--- config.mk ---
export PLATFORM = sky130hd
export DESIGN_NAME = vga_embarcacao_render
export DESIGN_NICKNAME = d
export VERILOG_FILES = /design/src/rtl/vga_pkg.sv /design/src/rtl/vga_celula_hit.sv /design/src/rtl/vga_embarcacao_render.sv
export SDC_FILE = /design/constraint.sdc
export NUM_CORES = 1
export LEC_CHECK = 0
export ABC_CLOCK_PERIOD_IN_PS = 7500
export CELL_PAD_IN_SITES_DETAIL_PLACEMENT = 0
export CELL_PAD_IN_SITES_GLOBAL_PLACEMENT = 1
export CORE_ASPECT_RATIO = 0.5
export CORE_MARGIN = 2
export CORE_UTILIZATION = 49
export DETAILED_ROUTE_END_ITERATION = 10
export PLACE_DENSITY = 0.89
export SYNTH_ARGS = -nofsm -noshare
export SYNTH_HDL_FRONTEND = slang
export SYNTH_SLANG_ARGS = --single-unit
--- constraint.sdc ---
create_clock -name clk -period 7.5 [get_ports clk]
set_input_delay 1.5 -clock clk [delete_from_list [all_inputs] [get_ports clk]]
set_output_delay 1.5 -clock clk [all_outputs]
set_load 0.02 [all_outputs]
--- src/rtl/vga_pkg.sv ---
// Shared VGA grid geometry defaults, colour codes and cell-validity helper
// used by the ship renderers.
package vga_pkg;

  localparam int GRID_DEF     = 8;
  localparam int ORIGIN_X_DEF = 16;
  localparam int ORIGIN_Y_DEF = 16;
  localparam int STEP_X_DEF   = 62;
  localparam int STEP_Y_DEF   = 57;
  localparam int CELL_W_DEF   = 54;
  localparam int CELL_H_DEF   = 49;

  typedef enum logic [2:0] {
    PRETO    = 3'b000,
    AZUL     = 3'b001,
    VERMELHO = 3'b100,
    AMARELO  = 3'b110
  } cor_t;

  function automatic logic celulaValida(input logic [3:0] x, input logic [3:0] y,
                                        input int grid);
    return (x >= 4'd1) && (int'(x) <= grid) && (y >= 4'd1) && (int'(y) <= grid);
  endfunction

endpackage

--- src/rtl/vga_celula_hit.sv ---
// One ship cell: registered pixel box from grid coordinates plus the strict
// inside test against the current pixel.
module vga_celula_hit
  import vga_pkg::*;
#(
  parameter int GRID     = GRID_DEF,
  parameter int ORIGIN_X = ORIGIN_X_DEF,
  parameter int ORIGIN_Y = ORIGIN_Y_DEF,
  parameter int STEP_X   = STEP_X_DEF,
  parameter int STEP_Y   = STEP_Y_DEF,
  parameter int CELL_W   = CELL_W_DEF,
  parameter int CELL_H   = CELL_H_DEF
) (
  input  logic       clk,
  input  logic       rst,
  input  logic [3:0] posX,
  input  logic [3:0] posY,
  input  logic [9:0] coluna,
  input  logic [9:0] linha,
  output logic       dentro
);

  logic        valido;
  logic        validoNext;
  logic [10:0] left;
  logic [10:0] top;
  logic [10:0] leftNext;
  logic [10:0] topNext;
  logic [10:0] col11;
  logic [10:0] lin11;

  // Invalid cells keep a zero box so the (X-1) term never underflows.
  always_comb begin
    validoNext = celulaValida(posX, posY, GRID);
    leftNext   = '0;
    topNext    = '0;
    if (validoNext) begin
      leftNext = 11'(ORIGIN_X) + 11'(STEP_X) * (11'(posX) - 11'd1);
      topNext  = 11'(ORIGIN_Y) + 11'(STEP_Y) * (11'(posY) - 11'd1);
    end
  end

  always_ff @(posedge clk or posedge rst) begin
    if (rst) begin
      valido <= 1'b0;
      left   <= '0;
      top    <= '0;
    end else begin
      valido <= validoNext;
      left   <= leftNext;
      top    <= topNext;
    end
  end

  assign col11 = {1'b0, coluna};
  assign lin11 = {1'b0, linha};

  assign dentro = valido
                  && (col11 > left) && (col11 < left + 11'(CELL_W))
                  && (lin11 > top)  && (lin11 < top + 11'(CELL_H));

endmodule

--- src/rtl/vga_embarcacao_render.sv ---
// Ship renderer: frame-shadowed cell coordinates and hits, two-stage pixel
// pipeline, blink timer and sunk detection for a ship of NUM_CELULAS cells.
module vga_embarcacao_render
  import vga_pkg::*;
#(
  parameter int NUM_CELULAS  = 5,
  parameter int GRID         = GRID_DEF,
  parameter int ORIGIN_X     = ORIGIN_X_DEF,
  parameter int ORIGIN_Y     = ORIGIN_Y_DEF,
  parameter int STEP_X       = STEP_X_DEF,
  parameter int STEP_Y       = STEP_Y_DEF,
  parameter int CELL_W       = CELL_W_DEF,
  parameter int CELL_H       = CELL_H_DEF,
  parameter int BLINK_FRAMES = 30
) (
  input  logic                     clk,
  input  logic                     rst,
  input  logic                     areaAtiva,
  input  logic [9:0]               coluna,
  input  logic [9:0]               linha,
  input  logic                     frame_start,
  input  logic [8*NUM_CELULAS-1:0] posicoesEmbarcacao,
  input  logic [NUM_CELULAS-1:0]   acertos,
  input  logic                     visivel,
  output logic                     rgb_r,
  output logic                     rgb_g,
  output logic                     rgb_b,
  output logic                     afundado
);

  localparam int BW = (BLINK_FRAMES > 1) ? $clog2(BLINK_FRAMES) : 1;

  logic [8*NUM_CELULAS-1:0] posShadow;
  logic [NUM_CELULAS-1:0]   hitShadow;
  logic                     visShadow;

  logic [NUM_CELULAS-1:0]   dentro;
  logic [NUM_CELULAS-1:0]   validMask;
  logic                     todosAtingidos;
  logic                     fsDly;

  logic [BW-1:0]            blinkCnt;
  logic                     blinkPhase;

  logic                     s1Ativa;
  logic                     s1Vis;
  logic                     s1Phase;
  logic [NUM_CELULAS-1:0]   s1InHit;
  logic [NUM_CELULAS-1:0]   s1InFree;

  cor_t                     corNext;
  logic [2:0]               rgbQ;

  always_ff @(posedge clk or posedge rst) begin
    if (rst) begin
      posShadow <= '0;
      hitShadow <= '0;
      visShadow <= 1'b0;
      fsDly     <= 1'b0;
    end else begin
      fsDly <= frame_start;
      if (frame_start) begin
        posShadow <= posicoesEmbarcacao;
        hitShadow <= acertos;
        visShadow <= visivel;
      end
    end
  end

  for (genvar k = 0; k < NUM_CELULAS; k++) begin : gCelula
    vga_celula_hit #(
      .GRID     (GRID),
      .ORIGIN_X (ORIGIN_X),
      .ORIGIN_Y (ORIGIN_Y),
      .STEP_X   (STEP_X),
      .STEP_Y   (STEP_Y),
      .CELL_W   (CELL_W),
      .CELL_H   (CELL_H)
    ) uCelula (
      .clk    (clk),
      .rst    (rst),
      .posX   (posShadow[8*k +: 4]),
      .posY   (posShadow[8*k+4 +: 4]),
      .coluna (coluna),
      .linha  (linha),
      .dentro (dentro[k])
    );
  end

  // Sunk detection reads the shadow directly so it settles one cycle after capture.
  always_comb begin
    validMask = '0;
    for (int k = 0; k < NUM_CELULAS; k++) begin
      validMask[k] = celulaValida(posShadow[8*k +: 4], posShadow[8*k+4 +: 4], GRID);
    end
    todosAtingidos = (|validMask) && ((validMask & ~hitShadow) == '0);
  end

  always_ff @(posedge clk or posedge rst) begin
    if (rst) begin
      afundado <= 1'b0;
    end else if (fsDly) begin
      afundado <= todosAtingidos;
    end
  end

  always_ff @(posedge clk or posedge rst) begin
    if (rst) begin
      blinkCnt   <= '0;
      blinkPhase <= 1'b0;
    end else if (frame_start) begin
      if (blinkCnt == BW'(BLINK_FRAMES - 1)) begin
        blinkCnt   <= '0;
        blinkPhase <= ~blinkPhase;
      end else begin
        blinkCnt <= blinkCnt + 1'b1;
      end
    end
  end

  // Hit split, visibility and phase are latched with the pixel so a pixel
  // coinciding with frame_start renders entirely from the old frame's state.
  always_ff @(posedge clk or posedge rst) begin
    if (rst) begin
      s1Ativa  <= 1'b0;
      s1Vis    <= 1'b0;
      s1Phase  <= 1'b0;
      s1InHit  <= '0;
      s1InFree <= '0;
    end else begin
      s1Ativa  <= areaAtiva;
      s1Vis    <= visShadow;
      s1Phase  <= blinkPhase;
      s1InHit  <= dentro & hitShadow;
      s1InFree <= dentro & ~hitShadow;
    end
  end

  always_comb begin
    corNext = PRETO;
    if (!s1Ativa) begin
      corNext = PRETO;
    end else if (afundado && (|(s1InHit | s1InFree))) begin
      corNext = VERMELHO;
    end else if (!s1Vis) begin
      corNext = PRETO;
    end else if (|s1InHit) begin
      corNext = s1Phase ? VERMELHO : AMARELO;
    end else if (|s1InFree) begin
      corNext = AZUL;
    end
  end

  always_ff @(posedge clk or posedge rst) begin
    if (rst) begin
      rgbQ <= 3'b000;
    end else begin
      rgbQ <= corNext;
    end
  end

  assign rgb_r = rgbQ[2];
  assign rgb_g = rgbQ[1];
  assign rgb_b = rgbQ[0];

endmodule

==> metrics.yaml <==
status:
  outcome: "finished clean"
critical_path:
  path_cells: "inv_1 > ha_1 > xor2_1 > ha_1 > xnor2_1 > fa_1 > xnor2_1 > xnor2_1 > ha_1 > nor4b_1 > a2111oi_0 > nand3_2 > and2_2 > nand3b_1 > xnor2_1 > nor2_1"
  startpoint: "posShadow[8]"
  worstReg2RegEnd: "gCelula[1].uCelula.left[9]"
  cp.depth: 16
  crit_path_start_kind: "flop"
  arrival_ps: 4950
  reg2regPathDepth: 16
  worstSetupEndpoint: "gCelula[1].uCelula.left[9]"
  crit_top_cell: "xnor2_1"
  worstSetupPathType: "reg -> reg"
  critPathBufInv: 1
  cp_slowest_cell: "a2111oi_0"
  cp_top_family: "adder cells"
  crit_required_ps: 7820
  critPathMaxFanout: 13
  r2r_start: "posShadow[8]"
  cpPeakStageDelay_ps: 540
  ff2ff_setup_slack_ps: 2870
  endpoint_kind: "flop"
global_route:
  track_usage_pct: 20.7
  grt_first_pass_wirelength_mm: 66.7
  grt_max_degree: 115
  overflow: 0
  grt_pass1_vias: 13800
  antenna_found_initial: 1
floorplan:
  dieWidth_um: 282
  rows: 50
  dieArea_mm2: 0.0403
  start_util_pct: 50.2
  fp.dieH_um: 143
  ios: 74
  core_mm2: 0.0377
sta:
  maxSlewViolCount: 0
  min_period_over_period_pct: 61.7
  clock.fmax_ghz: 0.216
  relSlewSlack_pct: 40.0
  tightest_slew_ps: 900
  tns_ps: 0
  finalHoldViolations: 0
  rsz0062_at_grt: "false"
  skew_ps: 10.1
  setup_viol: 0
  period_needed_ps: 4630
clock_tree:
  numCtsBuffers: 17
  cts_sinks: 180
  cts_tree: "done"
  cts.clk_slew.worst_paths_ps: 70
  postCtsHoldBufs: 0
  post_cts_buffers: 0
  htree_levels: 4
  clk_path_buf_depth: 2
  ctsResizeCount: 0
  clk_latency_ps: 460
  root_buffer: "clkbuf_16"
synth:
  seq_area_frac_synth_pct: 23.8
  ys_ff_latch: 180
  ys_warn_count: 0
  synth_edf_count: 0
  syn_inst: 2097
  synth.net_count: 2592
  syn_area_per_cell_um2: 9.03
  syn_area_mm2: 0.0189
  synth_cell_types: 72
  synth_top_flop_cell: "dfrtp_1"
  async_flop_share_pct: 100
layout:
  final_common_cell: "ha_1"
  areaGrowthSynthToFinish_pct: 10.3
  fillCellCount: 3406
  stdcell_area_mm2: 0.0209
  final_cell_mix: "ha_1 (382), inv_1 (249), xnor2_1 (182)"
  drive_gt1_share_pct: 4.36
  fin_nets: 2661
  final_util_pct: 55.4
placed_design:
  gp_routability_congestion: 0.864
  hpwl_mm: 31.7
  placed_cell_area_mm2: 0.0203
  port-buffer-count: 73
drt:
  first_iter_violations: 664
  ant_nets: 0
  route.detailed.drc: 0
  routed_wl_mm: 39.8
  wl_per_cell_um: 14.7
  vias: 14200
  via_per_inst: 5.27
  drtPass1Iterations: 6
job:
  max_cap_violations: 0
power_and_ir_drop:
  power.total_uw: 6610
  peakVddDrop_mv: 0.150
  power.density_mw_per_mm2: 317
  power_leakage_uw: 0.00987
hold_path:
  worstHoldPathType: "reg -> reg"
  hold_depth: 0
-- sequential cells by signal, summed over array words and instances, names as in the netlist, 3 cells and up --
signal and flops:
blinkCnt 5, gCelula.uCelula.left 50, gCelula.uCelula.top 55, gCelula.uCelula.valido 5, hitShadow 5, posShadow 40, rgbQ 3, s1InFree 5
s1InHit 5
-- metal layers --
metal / track usage [%] / routed length, um / up-vias
li1: - / - / 7351
met1: 28.7 / 19800 / 6677
met2: 34.3 / 18200 / 156
met3: 2.88 / 1350 / 40
met4: 4.56 / 471 / 0
met5: 0 / 0 / -
-- cell families (layout without fill, tap and decap cells) --
group                      Yosys count  after routing  share of synthesized area (%)
adders and majority gates          425            425                           29.8
xor gates and xnor gates           236            236                           11.4
and+or+nand+nor                    556            556                           14.9
muxes                               37             37                           2.11
buffers and inverters              293            375                           5.83
DFF                                180            180                           23.8
other                                0              1                              0
AOI/OAI and AO/OA                  370            370                           12.2
-- where the power goes --
part	switching, uW	internal, uW	leakage, uW
clock network	444	482	0.000284
logic	2340	2020	0.00724
registers	173	1150	0.00235
-- cells in the mapped netlist (7+ instances only) --
cell / count / share of area [%]
a21o_1: 32 / 1.3
nor2_1: 138 / 2.7
a21oi_1: 113 / 3.0
a211oi_1: 7 / 0.28
and2_1: 43 / 1.4
inv_1: 250 / 5.0
o21ai_0: 96 / 2.5
dfrtp_1: 180 / 24
o22ai_1: 7 / 0.23
xor2_1: 48 / 2.2
nor2b_1: 35 / 1.2
a2111oi_0: 8 / 0.37
or2_2: 12 / 0.40
or3_1: 9 / 0.30
mux2_2: 24 / 1.4
a21boi_1: 7 / 0.28
nand3_1: 35 / 0.92
mux2i_1: 13 / 0.69
ha_1: 382 / 25
o221ai_1: 7 / 0.32
nor3_1: 41 / 1.1
o21a_1: 29 / 1.1
fa_1: 43 / 4.5
xnor2_1: 182 / 8.4
nand2_1: 116 / 2.3
nor3b_1: 10 / 0.40
a31oi_1: 8 / 0.26
nand2b_1: 26 / 0.86
and3_1: 9 / 0.30
clkbuf_1: 32 / 0.63
nand4_1: 29 / 0.96
nor4_1: 23 / 0.76
o211ai_1: 7 / 0.28
-- area by class of cell --
| type | instances | area (um^2) | share of cell area [%] |
|---|---|---|---|
| clock buffers | 18 | 439 | 2.10 |
| inverters | 256 | 968 | 4.64 |
| clock inverters | 14 | 158 | 0.755 |
| flip-flops and latches | 180 | 4500 | 21.6 |
| diodes | 1 | 2.50 | 0.0120 |
| well taps | 520 | 651 | 3.11 |
| multi-input cells | 1624 | 13300 | 63.8 |
| repair buffers | 87 | 833 | 3.99 |
-- how the worst min path moves through the flow --
stage / from / to / slack, ps
finish: visShadow / s1Vis / 380
global placement: visShadow / s1Vis / 370
CTS: visShadow / s1Vis / 380
global route: visShadow / s1Vis / 400
detailed placement: visShadow / s1Vis / 370
floorplan: visShadow / s1Vis / 350
-- per-stage QoR --
| stage | cells | worst slack [ps] | hold slack (ps) |
|---|---|---|---|
| final | 2700 | 2870 | 381 |
| after floorplan | 2097 | 1110 | 350 |
| after CTS | 2699 | 2880 | 385 |
| after detailed placement | 2667 | 2890 | 375 |
| after global placement | 2667 | 2990 | 366 |
| after global routing | 2699 | 2360 | 397 |
Power figures use the tool's default switching activity.
